<file path="src/rtl/hazard_stall_ctrl.sv">
// ---------------------------------------------------------------------------
// hazard_stall_ctrl
//   Pipeline stall/flush controller for a fetch/decode/execute pipeline.
//   Turns load-use, pop-then-jump and taken-branch requests into PC write
//   enable, IF/ID write enable, IF/ID flush and ID/EX bubble controls.
//   Outputs are decoded combinationally from the state and the live requests,
//   so a hazard stalls the pipe in the same cycle it is raised.
//
//   Optional build feature:
//     STALL_CNT_EN - adds the 16-bit saturating stall_cycles counter and port.
// ---------------------------------------------------------------------------
module hazard_stall_ctrl #(
    parameter int unsigned LU_CYCLES     = 1,
    parameter int unsigned POPJMP_CYCLES = 2
) (
    input  logic        clk,
    input  logic        rst,
    input  logic        lu_req,
    input  logic        popjmp_req,
    input  logic        flush_req,
    output logic        pc_we,
    output logic        ifid_we,
    output logic        ifid_flush,
    output logic        idex_bubble,
    output logic        stall_active
`ifdef STALL_CNT_EN
    ,
    output logic [15:0] stall_cycles
`endif
);

    // Bubble lengths narrowed to the width of the remaining-cycle counter.
    localparam logic [2:0] LU_LEN     = 3'(LU_CYCLES);
    localparam logic [2:0] POPJMP_LEN = 3'(POPJMP_CYCLES);

    typedef enum logic [0:0] {
        ST_RUN   = 1'b0,
        ST_STALL = 1'b1
    } state_t;

    state_t      state_q;
    state_t      state_d;
    logic [2:0]  rem_q;
    logic [2:0]  rem_d;

    // State used for output decoding: reset forces RUN decoding.
    state_t      dec_state_s;
    // Bubble length of the hazard raised this cycle (popjmp wins over lu).
    logic [2:0]  hz_len_s;
    logic        hz_req_s;

    // Remaining stall cycles after the request cycle has been spent.
    function automatic logic [2:0] rem_after_first(input logic [2:0] len);
        logic [2:0] r;
        if (len > 3'd1) begin
            r = len - 3'd1;
        end else begin
            r = 3'd0;
        end
        return r;
    endfunction

    // Select decoding state and the length of any newly raised hazard.
    always_comb begin
        dec_state_s = ST_RUN;
        hz_len_s    = LU_LEN;
        hz_req_s    = 1'b0;
        if (rst) begin
            dec_state_s = state_q;
        end else begin
            dec_state_s = ST_RUN;
        end
        if (popjmp_req) begin
            hz_len_s = POPJMP_LEN;
            hz_req_s = 1'b1;
        end else if (lu_req) begin
            hz_len_s = LU_LEN;
            hz_req_s = 1'b1;
        end else begin
            hz_len_s = LU_LEN;
            hz_req_s = 1'b0;
        end
    end

    // Next-state and pipeline control decode.
    always_comb begin
        state_d      = state_q;
        rem_d        = rem_q;
        pc_we        = 1'b1;
        ifid_we      = 1'b1;
        ifid_flush   = 1'b0;
        idex_bubble  = 1'b0;
        stall_active = 1'b0;
        case (dec_state_s)
            ST_RUN: begin
                if (flush_req) begin
                    // Taken branch: squash the wrong-path fetch, keep PC moving.
                    ifid_flush  = 1'b1;
                    idex_bubble = 1'b1;
                    state_d     = ST_RUN;
                    rem_d       = 3'd0;
                end else if (hz_req_s) begin
                    // First bubble is issued in the request cycle itself.
                    pc_we        = 1'b0;
                    ifid_we      = 1'b0;
                    idex_bubble  = 1'b1;
                    stall_active = 1'b1;
                    rem_d        = rem_after_first(hz_len_s);
                    if (hz_len_s > 3'd1) begin
                        state_d = ST_STALL;
                    end else begin
                        state_d = ST_RUN;
                    end
                end else begin
                    state_d = ST_RUN;
                    rem_d   = 3'd0;
                end
            end
            ST_STALL: begin
                stall_active = 1'b1;
                if (flush_req) begin
                    // A resolved branch makes the stalled instruction dead.
                    ifid_flush  = 1'b1;
                    idex_bubble = 1'b1;
                    state_d     = ST_RUN;
                    rem_d       = 3'd0;
                end else begin
                    // New hazard requests are ignored; decode re-raises later.
                    pc_we       = 1'b0;
                    ifid_we     = 1'b0;
                    idex_bubble = 1'b1;
                    if (rem_q <= 3'd1) begin
                        state_d = ST_RUN;
                        rem_d   = 3'd0;
                    end else begin
                        state_d = ST_STALL;
                        rem_d   = rem_q - 3'd1;
                    end
                end
            end
            default: begin
                // Unreachable encoding: recover to RUN without bubbles.
                state_d = ST_RUN;
                rem_d   = 3'd0;
            end
        endcase
    end

    // FSM state and remaining-cycle register with synchronous reset.
    always_ff @(posedge clk) begin
        if (!rst) begin
            state_q <= ST_RUN;
            rem_q   <= 3'd0;
        end else begin
            state_q <= state_d;
            rem_q   <= rem_d;
        end
    end

`ifdef STALL_CNT_EN
    logic [15:0] stall_cycles_q;
    logic [15:0] stall_cycles_d;

    // Saturating count of cycles in which fetch was frozen.
    always_comb begin
        stall_cycles_d = stall_cycles_q;
        if (!pc_we && (stall_cycles_q != 16'hFFFF)) begin
            stall_cycles_d = stall_cycles_q + 16'd1;
        end else begin
            stall_cycles_d = stall_cycles_q;
        end
    end

    // Stall counter register with synchronous reset.
    always_ff @(posedge clk) begin
        if (!rst) begin
            stall_cycles_q <= 16'd0;
        end else begin
            stall_cycles_q <= stall_cycles_d;
        end
    end

    assign stall_cycles = stall_cycles_q;
`endif

endmodule

</file>
<file path="config.mk">
export PLATFORM = sky130hd
export DESIGN_NAME = hazard_stall_ctrl
export DESIGN_NICKNAME = d
export VERILOG_FILES = /design/src/rtl/hazard_stall_ctrl.sv
export SDC_FILE = /design/constraint.sdc
export NUM_CORES = 1
export LEC_CHECK = 0
export CAP_MARGIN = 10
export CORE_AREA = 2 2 39 41
export CTS_BUF_LIST = sky130_fd_sc_hd__clkbuf_8
export DETAILED_ROUTE_END_ITERATION = 10
export DIE_AREA = 0 0 41 43
export PLACE_DENSITY = 0.48
export SLEW_MARGIN = 20
export SYNTH_ARGS = -nofsm -noshare
export SYNTH_HDL_FRONTEND = slang
export SYNTH_SLANG_ARGS = --single-unit
export TNS_END_PERCENT = 50
</file>
<file path="constraint.sdc">
create_clock -name clk -period 0.9 [get_ports clk]
set_input_delay 0.225 -clock clk [delete_from_list [all_inputs] [get_ports clk]]
set_output_delay 0.225 -clock clk [all_outputs]
set_load 0.03 [all_outputs]
</file>
==> results of run 1 <==
[through the flow]
| step | TNS [ns] | setup slack, ns | utilization (%) | area (um2) | power (W) |
|---|---|---|---|---|---|
| floorplan | -0.2663 | -0.1791 | - | 222.7 | 0.0002530 |
| global placement | -4.259 | -0.9261 | 24.68 | 341.6 | 0.0003066 |
| detailed placement | -4.390 | -0.9341 | 24.68 | 341.6 | 0.0003083 |
| CTS | -1.410 | -0.4002 | 29.84 | 412.9 | 0.0007057 |
| global route | -1.589 | -0.3937 | 29.48 | 407.9 | 0.0007301 |
| finish | -1.266 | -0.3549 | 29.48 | 407.9 | 0.0006903 |
[sequential cells by signal (all words and copies together), names as in the netlist]
register,flops
state_q,1
rem_q,3
[cell families (layout without fill, tap and decap cells)]
family | after synthesis | after routing | share of synthesized area [%]
flops | 4 | 4 | 37.87
xor+xnor | 1 | 1 | 4.143
buf+inv | 4 | 19 | 10.65
simple gates | 8 | 8 | 22.48
fa+ha+maj | 1 | 1 | 5.916
compound gates | 5 | 5 | 18.93
[where the power goes]
group | switching (W) | internal (W)
sequential | 0.00000201 | 0.000183
clock | 0.0000883 | 0.000285
combinational | 0.0000661 | 0.0000665
[worst min path at each step]
stage                     depth (start not counted)  endpoint
final                                             4  rem_q[0]
after global routing                              4  rem_q[0]
after CTS                                         2  rem_q[0]
after detailed placement                          2  rem_q[2]
after global placement                            2  rem_q[2]
after floorplan                                   1  rem_q[0]
[routing by layer]
metal,GRT usage (%),vias up
li1,-,111
met1,7.717,100
met2,10.94,12
met3,7.330,0
met4,5.333,0
met5,0,-
[critical path, stage by stage]
cell and delay, ns:
dlygate4sd2_1 0.26, a211oi_2 0.25, or2_4 0.17, buf_6 0.12
[layout by cell type (no fill, tap or decap), drive strengths merged]
cell	count
nand2	1
nor3	2
nor2	1
inv	2
nand4bb	1
xnor2	1
dlygate4sd2	3
dfxtp	4
o21ai	3
buf	10
a211oi	1
ha	1
o31ai	1
clkbuf	4
or2	1
nand2b	2
[layout make-up]
type | instances | area (um2)
Fill cell | 138 | 975.9
Timing Repair Buffer | 14 | 132.6
Multi-Input combinational cell | 15 | 125.1
Sequential cell | 4 | 81.33
Clock buffer | 3 | 41.29
Tap cell | 16 | 20.02
Inverter | 2 | 7.507
[repair_timing]
action / in CTS / in global routing
pin swaps: 3 / 2
buffers inserted: 0 / 0
endpoints found under the setup margin: 9 / 8
gates cloned: 0 / 0
gates resized for setup: 21 / 1
==> impl_results.md, run 1 <==
* Post-detailed-route via-to-cell ratio at 4.130
* Placed cell count at 51
* Ranking of synthesized cells by area: dfxtp_1 38%, buf_4 7.1%, a211oi_2 5.9%, ha_1 5.9%, nand2b_1 5.9%
* CP endpoint kind: output port
* Gp weighted congestion at 0.6317
* Area Growth Syn to Fin at 92.90%
* Sequential fraction of the synthesis area at 37.87%
* Area leader, netlist: dfxtp_1
* RR Endpoint: rem_q[2]
* Antenna cells at 0
* 1st-iter DRT viols at 1
* Most frequent cell after synthesis: dfxtp_1
* Worst slew pin tran at 0.3046 ns
* Highest routed metal layer: met3
* Core Area at 0.001384 mm2
* Fin Hold WS at 0.5085 ns
* Routed wire per std cell at 10.41 um
* Syn Inst Count at 23
* Die area at 0.001763 mm2
* Antenna violations before repair at 0
* Longest Clk Path Bufs at 2
* Power density cells at 1692 mW/mm2
* Yosys reg bits at 4
* Crit path from: rst
* Fmax at 796.9 MHz
* CTS Sinks at 4
* Final period utilization at 139.4%
* CTS H-tree depth at 1
* Hold_sp: flush_req
* Total wire length at 562 um
* Die Ht at 43 um
* RSZ-0062 raised after global routing: true
* Initial Utilization at 15.28%
* Ys flop type: dfxtp_1
* Count of input and output buffers at 9
* EDFF count, synth at 0
* WP data arrival at 1.03 ns
* R2R cell count at 4
* # setup viols final at 5
* Max-capacitance violation count at 0
* First-pass GRT wire length at 917 um
* CTS tree: built
* Net count reported at finish at 46
* Crit Path Max Fanout at 2
* Worst Path Required at 0.67 ns
* Global-route usage over all layers at 8.133%
* Num CTS Buffers at 3
* Post-layout worst setup margin at -0.3549 ns
* WL met2 at 256 um
* CP Launch Type: input port
* Clock transition at path regs at 0.03 ns
* DP HPWL at 411.1 um
* Via count at 223
* Class of the most critical setup path: input port to output port
* Post-Syn Nets at 29
* Vias in the first global route at 244
* Hold WC Path Type: input port to flip-flop
* I/O pin count at 10
* Post-DRT Antenna Nets at 0
* Ys async rst share at 0%
* Clk_skew at 0.004867 ns
* Top cell type's share of synthesized area at 37.87%
* Largest net degree at the start of global routing at 6
* Metal-1 WL at 236 um
* CTS Hold Buffers Added at 0
* Syn_area_per_cell at 9.194 um2
* Cell variety after synth at 15
* Clk_lat worst skew at 0.22 ns
* Critical path destination: pc_we
* Final hold viol count at 0
* Non-filler instance count after layout at 54
* TritonRoute pass-1 iters at 3
* Worst r2r src: rem_q[1]
* Failing checks: setup timing
* Status: finished with violations
* Peak VDD IR at 0.8360 mV
* Slew margin rel. at 79.56%
* Root Driver: clkbuf_8
* Synth warn at 0
* Metal3 WL at 69 um
* FP Rows at 14
* Final Critical Period at 1.255 ns
* Die width at 41 um
* Share of cells above drive strength 1 at 55.26%
* Post-Syn Area at 211.5 um2
* DRC errors left at 0
* Reg2reg setup slack at -0.03 ns
* Remaining global-route overflow at 0
* P_leak at 0.1680 nW
* Slew Limit Fails at 0
(Power assumes the default switching activity.)
==> run 2, diff against run 1 <==
Settings changed: RECOVER_POWER set to 50.
==> run 2 against run 1 <==
  * The run still ends with setup timing left
  * Total power down 0.32%
  * Sequential share of layout area up 0.19 points
  * Via count unchanged
  * Flip-flop and latch count unchanged
  * Clock skew unchanged
  * Largest power group unchanged
  * Highest routed layer unchanged
==> impl_results.md, run 2 (synthesis gave the netlist of run 1 again) <==
* Status: finished with violations
* Failing checks: setup timing
* Worst slack at placement at -0.9341 ns (unchanged)
* Slew Limit Fails at 0 (unchanged)
* Routed wire per std cell at 10.43 um (+0.18%)
* Crit Path Max Fanout at 2 (unchanged)
* Most frequent cells in the layout: 6 x buf_6, 3 x clkbuf_8, 3 x dlygate4sd2_1, 3 x buf_4, 3 x dfxtp_1
* Post-DRT Antenna Nets at 0 (unchanged)
* Total wire length at 563 um (+0.18%)
* Power, Total at 0.0006881 W (-0.32%)
* FILL cells at 139 (+0.72%)
* Finished Cell Area at 404.1 um2 (-0.92%)
* Fmax at 796.9 MHz (unchanged)
* Die area at 0.001763 mm2 (unchanged)
* Max reg flops at 3 (unchanged)
* FP Rows at 14 (unchanged)
* Num CTS Buffers at 3 (unchanged)
* Global-route usage over all layers at 8.133% (unchanged)
* DRC errors left at 0 (unchanged)
* Worst slew pin tran at 0.3046 ns (unchanged)
* Worst r2r src: rem_q[1]
* Clk_lat worst skew at 0.22 ns (about the same)
* Count of input and output buffers at 9 (unchanged)
* RR Endpoint: rem_q[2]
* CTS H-tree depth at 1 (unchanged)
* P_leak at 0.1666 nW (-0.86%)
* Placed Area at 341.6 um2 (unchanged)
* Final period utilization at 139.4% (about the same)
* Post-layout worst setup margin at -0.3549 ns (-0.000001000 ns)
* CP endpoint kind: output port
* Via count at 223 (unchanged)
* Hold WC Path Type: input port to flip-flop
* Core Area at 0.001384 mm2 (unchanged)
* Clock transition at path regs at 0.03 ns (about the same)
* RSZ-0062 raised after global routing: true
* Antenna cells at 0 (unchanged)
* Root Driver: clkbuf_8
* Setup TNS at -1.266 ns (+0.00004000 ns)
* Critical path destination: pc_we
* CTS Sinks at 4 (unchanged)
* Class of the most critical setup path: input port to output port
* Share of cells above drive strength 1 at 55.26% (unchanged)
* CP Launch Type: input port
* Antenna violations before repair at 0 (unchanged)
* Worst Path Required at 0.67 ns (about the same)
* Power density cells at 1703 mW/mm2 (+0.61%)
* Largest net degree at the start of global routing at 6 (unchanged)
* Reg2reg setup slack at -0.03 ns (about the same)
* R2R cell count at 4 (unchanged)
* Final hold viol count at 0 (unchanged)
* I/O pin count at 10 (unchanged)
* Hold path depth at 4 (unchanged)
* CTS tree: built
* Commonest non-fill, non-tap cell in the layout: buf_6
* Slew margin rel. at 79.56% (unchanged)
* Max-capacitance violation count at 0 (unchanged)
* Clk_skew at 0.004867 ns (unchanged)
* WP data arrival at 1.03 ns (about the same)
* Vias in the first global route at 244 (unchanged)
* Peak VDD IR at 0.8360 mV (about the same)
* Biggest regs: rem_q: 3 flops, state_q: 1 flops
* Die Ht at 43 um (unchanged)
* Final Critical Period at 1.255 ns (+0.000001000 ns)
* Post-detailed-route via-to-cell ratio at 4.130 (unchanged)
* Gp weighted congestion at 0.6317 (unchanged)
* 1st-iter DRT viols at 1 (unchanged)
* Die width at 41 um (unchanged)
* Longest Clk Path Bufs at 2 (unchanged)
* First-pass GRT wire length at 917 um (unchanged)
* # setup viols final at 5 (unchanged)
* TritonRoute pass-1 iters at 3 (unchanged)
* Reg with most FFs: rem_q
* Crit path from: rst
* DP HPWL at 411.1 um (unchanged)
* Final core occ at 29.20% (-0.27 points)
* Remaining global-route overflow at 0 (unchanged)
* Initial Utilization at 15.28% (unchanged)
* Net count reported at finish at 46 (unchanged)
* Area Growth Syn to Fin at 91.12%
-- run 2: cell type report --
class	instances	area, um2	area share (%)
timing repair buffer	14	128.9	31.89
multi-input combinational	15	125.1	30.96
sequential	4	81.33	20.12
clock buffer	3	41.29	10.22
tap	16	20.02	4.954
inverter	2	7.507	1.858
-- run 2: worst min path at each step --
| stage | start | to | slack, ns |
|---|---|---|---|
| 2_1_floorplan | rem_q[0] | rem_q[0] | 0.44 |
| 3_3_place_gp | rem_q[2] | rem_q[2] | 0.52 |
| 3_5_place_dp | rem_q[2] | rem_q[2] | 0.54 |
| 4_1_cts | rem_q[0] | rem_q[0] | 0.55 |
| 5_1_grt | flush_req | rem_q[0] | 0.52 |
| 6_report | flush_req | rem_q[0] | 0.50 |
-- run 2: critical path: stages --
cell	delay, ns
dlygate4sd2_1	0.26
a211oi_2	0.25
or2_4	0.17
buf_6	0.12
-- run 2: power by group --
| part | switching, W | internal, W | total, W |
|---|---|---|---|
| Clock | 0.0000883 | 0.000285 | 0.000373 |
| Combinational | 0.0000656 | 0.0000648 | 0.000130 |
| Sequential | 0.00000201 | 0.000183 | 0.000185 |
-- run 2: repair_timing --
action / 4_1_cts / 5_1_grt
hold buffers: 0 / 0
resized for setup: 21 / 1
buffers inserted: 0 / 0
pin swaps: 3 / 2
setup endpoints to repair: 9 / 8
-- run 2: metrics by stage --
step	hold slack, ns	instances
after CTS	0.5502	54
after detailed placement	0.5440	51
after floorplan	0.4385	23
final	0.5027	54
after global routing	0.5172	54
after global placement	0.5162	51
-- run 2: metal layers --
layer	share of wire [%]	vias up	GRT usage [%]
li1	-	111	-
met1	42	100	7.717
met2	45	12	10.94
met3	13	0	7.330
met4	0	0	5.333
met5	0	-	0
